File: src/rtl/imem_pkg.sv
// Shared definitions for the instruction-memory loader: FSM state encoding and IMEM geometry.
package imem_pkg;

   localparam int IMEM_ADDR_W    = 8;
   localparam int IMEM_MAX_WORDS = 64;
   localparam int BYTES_PER_WORD = 4;

   typedef enum logic [2:0] {
      ST_IDLE,
      ST_HDR,
      ST_DATA,
      ST_CKSUM,
      ST_DONE,
      ST_ERR
   } state_t;

endpackage

File: src/rtl/imem_loader.sv
// Byte-stream program loader: writes a header-prefixed program into big-endian byte IMEM and stalls the CPU.
// Define IMEM_LOADER_CKSUM_EN to require a trailing XOR checksum byte after the data bytes.
module imem_loader
   import imem_pkg::*;
#(
   parameter int ADDR_W    = IMEM_ADDR_W,
   parameter int MAX_WORDS = IMEM_MAX_WORDS
) (
   input  logic              clk,
   input  logic              rst_n,
   input  logic              start,
   input  logic              in_valid,
   input  logic [7:0]        in_data,
   output logic              in_ready,
   output logic              wr_en,
   output logic [ADDR_W-1:0] wr_addr,
   output logic [7:0]        wr_data,
   output logic              cpu_hold,
   output logic              load_done,
   output logic              load_err
);

   localparam logic [7:0] MAX_N = 8'(MAX_WORDS);

`ifdef IMEM_LOADER_CKSUM_EN
   localparam state_t ST_AFTER_DATA = ST_CKSUM;
`else
   localparam state_t ST_AFTER_DATA = ST_DONE;
`endif

   state_t            state, state_next;
   logic [ADDR_W-1:0] addr_cnt;
   logic [ADDR_W-1:0] last_addr;
   logic              xfer;
   logic              restart;

   assign xfer    = in_valid & in_ready;
   assign restart = start & (state == ST_IDLE || state == ST_DONE || state == ST_ERR);

`ifdef IMEM_LOADER_CKSUM_EN
   logic [7:0] cksum;

   // Running XOR over the header and every data byte; the trailing byte must match it.
   always_ff @(posedge clk or negedge rst_n) begin
      if (!rst_n) begin
         cksum <= '0;
      end else if (restart) begin
         cksum <= '0;
      end else if (xfer && (state == ST_HDR || state == ST_DATA)) begin
         cksum <= cksum ^ in_data;
      end
   end
`endif

   always_ff @(posedge clk or negedge rst_n) begin
      if (!rst_n) state <= ST_IDLE;
      else        state <= state_next;
   end

   always_comb begin
      // NOTE: every signal gets a default before the case so no path can infer a latch.
      state_next = state;
      in_ready   = 1'b0;
      case (state)
         ST_IDLE: begin
            if (start) state_next = ST_HDR;
         end
         ST_HDR: begin
            in_ready = 1'b1;
            if (xfer) begin
               if (in_data > MAX_N)       state_next = ST_ERR;
               else if (in_data == 8'd0)  state_next = ST_AFTER_DATA;
               else                       state_next = ST_DATA;
            end
         end
         ST_DATA: begin
            in_ready = 1'b1;
            if (xfer && addr_cnt == last_addr) state_next = ST_AFTER_DATA;
         end
`ifdef IMEM_LOADER_CKSUM_EN
         ST_CKSUM: begin
            in_ready = 1'b1;
            if (xfer) state_next = (in_data == cksum) ? ST_DONE : ST_ERR;
         end
`endif
         ST_DONE, ST_ERR: begin
            if (start) state_next = ST_HDR;
         end
         default: state_next = ST_IDLE;
      endcase
   end

   // Write port, address counter and status flags. Status settles one cycle after
   // entering DONE/ERR so LOAD_DONE never overlaps the final write strobe.
   always_ff @(posedge clk or negedge rst_n) begin
      if (!rst_n) begin
         // NOTE: sequential state uses non-blocking assignments so every register samples pre-edge values.
         wr_en     <= 1'b0;
         wr_addr   <= '0;
         wr_data   <= '0;
         addr_cnt  <= '0;
         last_addr <= '0;
         cpu_hold  <= 1'b0;
         load_done <= 1'b0;
         load_err  <= 1'b0;
      end else begin
         wr_en <= 1'b0;

         if (restart) begin
            cpu_hold  <= 1'b1;
            load_done <= 1'b0;
            load_err  <= 1'b0;
            addr_cnt  <= '0;
         end else if (state == ST_DONE) begin
            load_done <= 1'b1;
            cpu_hold  <= 1'b0;
         end else if (state == ST_ERR) begin
            load_err  <= 1'b1;
            cpu_hold  <= 1'b0;
         end

         if (xfer && state == ST_HDR) begin
            last_addr <= ADDR_W'(32'(in_data) * BYTES_PER_WORD - 1);
         end

         if (xfer && state == ST_DATA) begin
            wr_en   <= 1'b1;
            wr_addr <= addr_cnt;
            wr_data <= in_data;
            if (addr_cnt != last_addr) addr_cnt <= addr_cnt + 1'b1;
         end
      end
   end

endmodule

File: config.mk
export PLATFORM = sky130hd
export DESIGN_NAME = imem_loader
export DESIGN_NICKNAME = d
export VERILOG_FILES = /design/src/rtl/imem_pkg.sv /design/src/rtl/imem_loader.sv
export SDC_FILE = /design/constraint.sdc
export NUM_CORES = 1
export LEC_CHECK = 0
export CAP_MARGIN = 0
export CORE_MARGIN = 10
export CORE_UTILIZATION = 32
export DETAILED_ROUTE_END_ITERATION = 10
export HOLD_SLACK_MARGIN = 0.08
export PLACE_DENSITY = 0.64
export SYNTH_ARGS = -nofsm -noshare
export SYNTH_HDL_FRONTEND = slang
export SYNTH_SLANG_ARGS = --single-unit
File: constraint.sdc
create_clock -name clk -period 2.8 [get_ports clk]
set_input_delay 0.28 -clock clk [delete_from_list [all_inputs] [get_ports clk]]
set_output_delay 0.28 -clock clk [all_outputs]
set_load 0.02 [all_outputs]
==> flow_summary.yaml, run 1 <==
clock_tree:
  clock_path_buffers: 2
  cts_tree: "built"
  postCtsHoldBufs: 0
  clk_latency_ns: 0.29
  cts_resized: 0
  cts_max_level: 2
  cts_buffers: 5
  cts_sinks: 38
  cts-root-buf: "clkbuf_8"
  postCtsSetupBuffers: 0
  clk_pin_slew_ns: 0.07
detailed_routing:
  ant_nets: 0
  drt-pass1-iter-count: 4
  totalWireLength_um: 3720
  drt_iter0_drc: 45
  wl_per_cell_um: 13.5
  drc_errors: 0
  vias_per_cell: 4.69
  num_vias: 1294
synthesis:
  synth_edf_count: 0
  syn-num-nets: 181
  syn-instance-count: 166
  synthTopCellsByArea: "dfrtp_1 53%, mux2_2 9.4%, mux2i_1 4.5%, nand2_1 4.4%, xnor2_1 4.4%"
  ys_types: 29
  ys_warn_count: 0
  synthTopCellsByCount: "38 x dfrtp_1, 21 x nand2_1, 17 x nor2_1, 15 x mux2_2"
  ys_seq_elements: 38
  synth_top_area_share_pct: 53.0
  syn-cell-area_um2: 1790
  ys_async_sr_fraction_pct: 100
  ys.flop_type: "dfrtp_1"
  yosysMostFrequentCell: "dfrtp_1"
  yosysTopAreaCell: "dfrtp_1"
  syn_avg_cell_area_um2: 10.8
  ys_seq_area_share_pct: 53.0
global_routing:
  gr-total-overflow: 0
  antenna_found_initial: 0
  grt_pass1_vias: 1327
  grt_max_degree: 39
  grt_pass1_wl_um: 6420
  track_usage_pct: 9.07
sta:
  setup_viol: 0
  rsz0062_at_grt: "false"
  setup_tns_ns: 0
  skew_ns: 0.00336
  tightest_slew_ns: 0.859
  fin_crit_sh_pct: 67.5
  fmax_mhz: 529
  hold_viol: 0
  period_needed_ns: 1.89
  relSlewSlack_pct: 42.8
  slew_violations: 0
  setup_ws_ns: 0.909
cells_and_area:
  diodes: 0
  fin_nets: 218
  final_area_um2: 2280
  instances_no_fill: 276
  area.growth.synth_to_final_pct: 27.4
  drive_gt1_share_pct: 15.2
min_path:
  min_path_type: "in -> async"
run_status:
  status: "complete, no violations"
power_and_ir_drop:
  power_density_nw_per_um2: 776
  vdd_ir_drop_max_v: 0.000486
  power_uw: 1770
  p_leak_uw: 0.000997
placement:
  place_inst: 268
  port_buffers: 32
  gp_congestion: 0.827
  dp_slack_ns: 0.814
  place_area_um2: 2190
  dp_hpwl_um: 2770
setup_path:
  setup.worst_path.end_class: "output port"
  crit_fanout: 8
  worstSetupStartpointType: "flip-flop"
  arrival_ns: 1.61
  path_class: "reg -> out"
  worstPathRequired_ns: 2.52
floorplanning:
  die_h_um: 94.9
  num_rows: 27
  coreArea_um2: 5470
  die-area_um2: 9000
  start_util_pct: 32.8
  pin_count: 33
  die_w_um: 94.9
flow_run:
  max_cap_viol_count: 0
-- critical path: stages (launching register included) --
cell and delay, ns:
dfrtp_1 0.46, xnor2_1 0.16, nor2_1 0.09, clkdlybuf4s50_1 0.61
-- per-stage QoR --
step / hold WS, ns / util (%)
after floorplan: -0.0156 / -
after global placement: 0.444 / 40.1
after detailed placement: 0.446 / 40.1
after CTS: 0.124 / 41.7
after global routing: 0.156 / 41.7
final: 0.0961 / 41.7
-- report_power, final --
part	switching, uW	internal, uW	leakage (uW)
logic	302	302	0.000463
clock network	187	199	0.0000482
registers	99.4	685	0.000486
total	588	1190	0.000997
-- worst paths after layout --
check                          from          end  slack [ns]  cells past startpoint
max in group asynchronous     rst_n   wr_addr[3]        2.17                      1
max reg2reg                state[2]  addr_cnt[7]        1.05                      6
min                           rst_n     cpu_hold         0.1                      1
max                        state[1]     in_ready        0.91                      3
min reg2reg                cpu_hold     cpu_hold        0.50                      2
min in group clk           cpu_hold     cpu_hold        0.50                      2
-- area by class of cell --
cell class,count,area [um2]
flip-flops and latches,38,951
clock inverters,1,5.00
inverters,7,26.3
clock buffers,7,86.3
multi-input cells,117,796
repair buffers,34,330
fillers,560,3190
well taps,72,90.1
-- flip-flops by register name, indices dropped and copies added (netlist names) --
signal	cells
load_err	1
wr_en	1
state	3
addr_cnt	8
wr_data	8
wr_addr	8
last_addr	7
cpu_hold	1
load_done	1
-- cell families (layout without fill, tap and decap cells) --
kind of cell,Yosys count,after routing,synth area share (%)
AO/OA/AOI/OAI,18,18,5.65
XOR/XNOR,11,11,5.37
adder cells (fa/ha/maj),3,3,2.09
buffers and inverters,11,49,2.58
flip-flops,38,38,53.0
multiplexers,23,23,13.9
AND/OR/NAND/NOR,62,62,17.4
-- cells in the final DEF (no fill, tap or decap), drive strengths merged --
cell type       n
clkbuf          7
a21oi           9
nor2           17
ha              3
and2            1
nor3            6
a22oi           1
xnor2           9
o22ai           2
buf             3
and4bb          2
inv             7
nand2b          3
clkdlybuf4s50  31
and3            1
or2             2
o211ai          1
nor2b           1
xor2            2
mux2           15
nor4b           2
dfrtp          38
nand4           1
or3b            1
nand2          21
a31o            1
clkinv          1
mux2i           8
o21ai           4
nand3           4
-- per-layer routing --
layer	vias to the layer above	global-route usage [%]	part of all wire, %
li1	641	-	-
met1	615	10.6	44
met2	33	13.4	44
met3	5	5.08	10
met4	0	3.74	1.6
met5	-	0	0
(Power assumes the default switching activity.)
==> inputs of run 2 (changes only) <==
Settings changed: PLACE_DENSITY 0.64 to 0.66.
Clock period 2.8 ns to 1.6 ns, I/O delays scaled along.
==> flow_summary.yaml, run 2 (synthesis gave the netlist of run 1 again) <==
setup_path:
  reg2reg_depth: 5
  worstPathRequired_ns: 1.82
  setup.worst_path.end_class: "flip-flop"
  worstSetupStartpointType: "flip-flop"
  reg2reg_slack_ns: 0.09
  r2r-end: "addr_cnt[7]"
  path_class: "reg -> reg"
  r2r-start: "state[0]"
  arrival_ns: 1.73
  crit_fanout: 4
global_routing:
  gr-total-overflow: 0
  top_usage_layer: "met2"
  grt_max_degree: 39
  track_usage_pct: 9.72
  grt_pass1_vias: 1435
  grt_pass1_wl_um: 6780
  met3_usage_pct: 3.97
  met1_usage_pct: 12.0
  met2_usage_pct: 14.2
  antenna_found_initial: 0
cells_and_area:
  final_area_um2: 2530
  drive_gt1_share_pct: 27.5
  area.growth.synth_to_final_pct: 41.3
  final_cell_mix: "38 x dfrtp_1, 30 x clkdlybuf4s50_1, 30 x buf_4"
  diodes: 0
  largestRegisters: "addr_cnt (8), wr_addr (8), wr_data (8)"
  fin_util_pct: 46.3
  final_common_cell: "dfrtp_1"
  fin_nets: 247
sta:
  slew_violations: 0
  fin_crit_sh_pct: 94.5
  skew_ns: 0.00539
  tightest_slew_ns: 0.485
  hold_viol: 0
  setup_viol: 0
  hold_ws_ns: 0.450
  setup_ws_ns: 0.0875
  rsz0062_at_grt: "true"
  fmax_mhz: 661
  relSlewSlack_pct: 67.7
  period_needed_ns: 1.51
placement:
  dp_slack_ns: -0.169
  port_buffers: 32
  dp_hpwl_um: 3050
  gp_congestion: 0.807
  place_area_um2: 2400
min_path:
  min_path_type: "in -> async"
clock_tree:
  clock_path_buffers: 2
  cts-root-buf: "clkbuf_8"
  clk_pin_slew_ns: 0.07
  cts_buffers: 5
  clk_latency_ns: 0.30
  cts_sinks: 38
  cts_max_level: 2
  cts_tree: "built"
detailed_routing:
  wl_per_cell_um: 13.1
  drt-pass1-iter-count: 4
  ant_nets: 0
  totalWireLength_um: 4010
  vias_per_cell: 4.47
  drt_iter0_drc: 54
  num_vias: 1362
  drc_errors: 0
floorplanning:
  die_h_um: 94.9
  coreArea_um2: 5470
  die_w_um: 94.9
  pin_count: 33
  num_rows: 27
  start_util_pct: 32.8
  die-area_um2: 9000
power_and_ir_drop:
  p_leak_uw: 0.00114
  vdd_ir_drop_max_v: 0.000682
  power_uw: 3200
  power_density_nw_per_um2: 1260
flow_run:
  max_cap_viol_count: 0
run_status:
  status: "complete, no violations"
run 2: changes by cell type in the layout (fill, tap and decap cells not counted), sizes merged:
cell | previous run | this run
clkdlybuf4s50 | 31 | 30
buf | 3 | 31
dlygate4sd2 | 0 | 1
dlygate4sd3 | 0 | 1
run 2: critical path, cell delays in order, from the launching register on:
cell and delay, ns:
dfrtp_1 0.41, and4bb_2 0.36, nand3_2 0.13, nor2_1 0.15, and4bb_1 0.22, mux2i_1 0.17
run 2: what timing repair did:
| item | in CTS | in global routing |
|---|---|---|
| buffers inserted | 0 | 1 |
| hold buffers | 1 | 0 |
| pin swaps | 0 | 2 |
| endpoints found under the hold margin | 38 | 0 |
| resized for setup | 1 | 7 |
| endpoints found under the setup margin | 1 | 8 |
run 2: metal layers:
layer | share of wire, % | routed length [um] | vias up
met1 | 47 | 1870 | 625
met3 | 7.5 | 299 | 7
met4 | 2.2 | 88 | 0
li1 | - | - | 701
met2 | 44 | 1750 | 29
met5 | 0 | 0 | -
run 2: worst max-delay path by stage:
stage | start | endpoint | slack [ns] | cells after the start
CTS | state[0] | addr_cnt[7] | 0.07 | 5
finish | state[0] | addr_cnt[7] | 0.09 | 5
global placement | in_data[0] | state[2] | -0.17 | 8
detailed placement | in_data[0] | state[2] | -0.17 | 8
floorplan | state[0] | addr_cnt[7] | 0.12 | 6
global route | addr_cnt[2] | addr_cnt[0] | -0.01 | 5
run 2: power breakdown:
part / leakage (uW) / internal [uW] / switching [uW]
registers: 0.000486 / 1200 / 143
logic: 0.000608 / 588 / 574
clock network: 0.0000482 / 348 / 345
total: 0.00114 / 2130 / 1060
run 2: area by class of cell:
type	count	area (um2)
clock buffers	7	86.3
clock inverters	1	5.00
fillers	543	2940
inverters	7	26.3
multi-input cells	117	826
flip-flops and latches	38	951
well taps	72	90.1
repair buffers	63	549
run 2: through the flow:
stage | std cells | TNS, ns
CTS | 304 | 0
global placement | 295 | -0.709
finish | 305 | 0
global route | 305 | -0.0149
floorplan | 166 | 0
detailed placement | 295 | -1.17
==> inputs of run 3 (changes only) <==
Settings changed: CTS_BUF_LIST from default to sky130_fd_sc_hd__clkbuf_16.
==> flow_summary.yaml, run 3 (synthesis gave the netlist of run 1 again) <==
run_status:
  status: "complete, no violations"
global_routing:
  grt_pass1_wl_um: 6840
  track_usage_pct: 9.82
  grt_max_degree: 39
  gr-total-overflow: 0
  antenna_found_initial: 0
  grt_pass1_vias: 1440
clock_tree:
  cts-root-buf: "clkbuf_16"
  cts_buffers: 5
  clock_path_buffers: 2
  clk_latency_ns: 0.28
  clk_pin_slew_ns: 0.05
  cts_max_level: 2
  cts_sinks: 38
  cts_tree: "built"
placement:
  gp_congestion: 0.807
  port_buffers: 32
  dp_slack_ns: -0.169
  dp_hpwl_um: 3050
setup_path:
  crit_chain: "and4bb_2 -> nand3_2 -> nor2_1 -> and4bb_1 -> mux2i_1"
  worstPathRequired_ns: 1.81
  worstSetupStartpointType: "flip-flop"
  r2r-end: "addr_cnt[7]"
  crit_path_start: "state[0]"
  setup.worst_path.end_class: "flip-flop"
  reg2reg_depth: 5
  reg2reg_slack_ns: 0.09
  crit_fanout: 4
  r2r-start: "state[0]"
  max_stage_delay_ns: 0.40
  slowest_stage: "dfrtp_1"
  arrival_ns: 1.71
  path_class: "reg -> reg"
cells_and_area:
  largestRegisters: "addr_cnt (8), wr_addr (8), wr_data (8)"
  final_common_cell: "dfrtp_1"
  drive_gt1_share_pct: 27.0
  area.growth.synth_to_final_pct: 43.9
  fin_util_pct: 47.1
  final_cell_mix: "38 x dfrtp_1, 30 x clkdlybuf4s50_1, 30 x buf_4"
  fin_nets: 247
  diodes: 0
detailed_routing:
  wl_per_cell_um: 13.3
  ant_nets: 0
  drt_iter0_drc: 48
  drt-pass1-iter-count: 4
  vias_per_cell: 4.55
  num_vias: 1387
  totalWireLength_um: 4050
  drc_errors: 0
floorplanning:
  die_w_um: 94.9
  num_rows: 27
  coreArea_um2: 5470
  die_h_um: 94.9
  start_util_pct: 32.8
  die-area_um2: 9000
  pin_count: 33
sta:
  tightest_slew_ns: 0.487
  relSlewSlack_pct: 67.5
  skew_ns: 0.00434
  period_needed_ns: 1.51
  fmax_mhz: 664
  slew_violations: 0
  setup_ws_ns: 0.0944
  fin_crit_sh_pct: 94.1
  hold_viol: 0
  setup_tns_ns: 0
  setup_viol: 0
power_and_ir_drop:
  vdd_ir_drop_max_v: 0.000726
  power_density_nw_per_um2: 1340
  p_leak_uw: 0.00117
flow_run:
  max_cap_viol_count: 0
min_path:
  min_path_type: "in -> async"
-- run 3: changes by cell type in the layout (fill, tap and decap cells not counted), sizes merged --
cell and change:
clkbuf -2, clkinv +1, inv +1
-- run 3: worst max path at each step --
stage / endpoint / slack, ns
floorplan: addr_cnt[7] / 0.12
global placement: state[2] / -0.17
detailed placement: state[2] / -0.17
CTS: addr_cnt[7] / 0.07
global route: addr_cnt[0] / -0.009
finish: addr_cnt[7] / 0.09
-- run 3: area by class of cell --
class | count | area, um2
Inverter | 7 | 26.3
Clock inverter | 3 | 12.5
Timing Repair Buffer | 63 | 549
Fill cell | 536 | 2890
Sequential cell | 38 | 951
Multi-Input combinational cell | 117 | 826
Tap cell | 72 | 90.1
Clock buffer | 5 | 125
-- run 3: per-stage QoR --
stage | power [uW] | cells | hold WS [ns] | instance area (um2)
after global routing | 3660 | 305 | 0.515 | 2580
after detailed placement | 2550 | 295 | 0.254 | 2400
after global placement | 2530 | 295 | 0.245 | 2400
final | 3450 | 305 | 0.467 | 2580
after CTS | 3500 | 304 | 0.483 | 2540
after floorplan | 1980 | 166 | -0.136 | 1790
-- run 3: report_power, final --
| part | internal, uW | switching (uW) | leakage (uW) |
|---|---|---|---|
| logic | 588 | 575 | 0.000608 |
| clock network | 563 | 381 | 0.0000724 |
| registers | 1200 | 143 | 0.000486 |
-- run 3: timing repair --
item	4_1_cts	5_1_grt
hold buffers	1	0
resized for setup	1	7
endpoints found under the setup margin	1	8
setup buffers	0	1
pin swaps	0	2
endpoints found under the hold margin	38	0
-- run 3: routing by layer --
metal	up-vias	wire, um	track usage [%]
met5	-	0	0
met1	645	1870	12.0
met3	8	306	4.04
met4	0	99	5.61
met2	31	1780	14.3
li1	703	-	-
-- run 3: critical path, delay by kind of cell (launching register included) --
kind	cells	cell delay (ns)
muxes	1	0.17
and+or+nand+nor	4	0.86
DFF	1	0.40
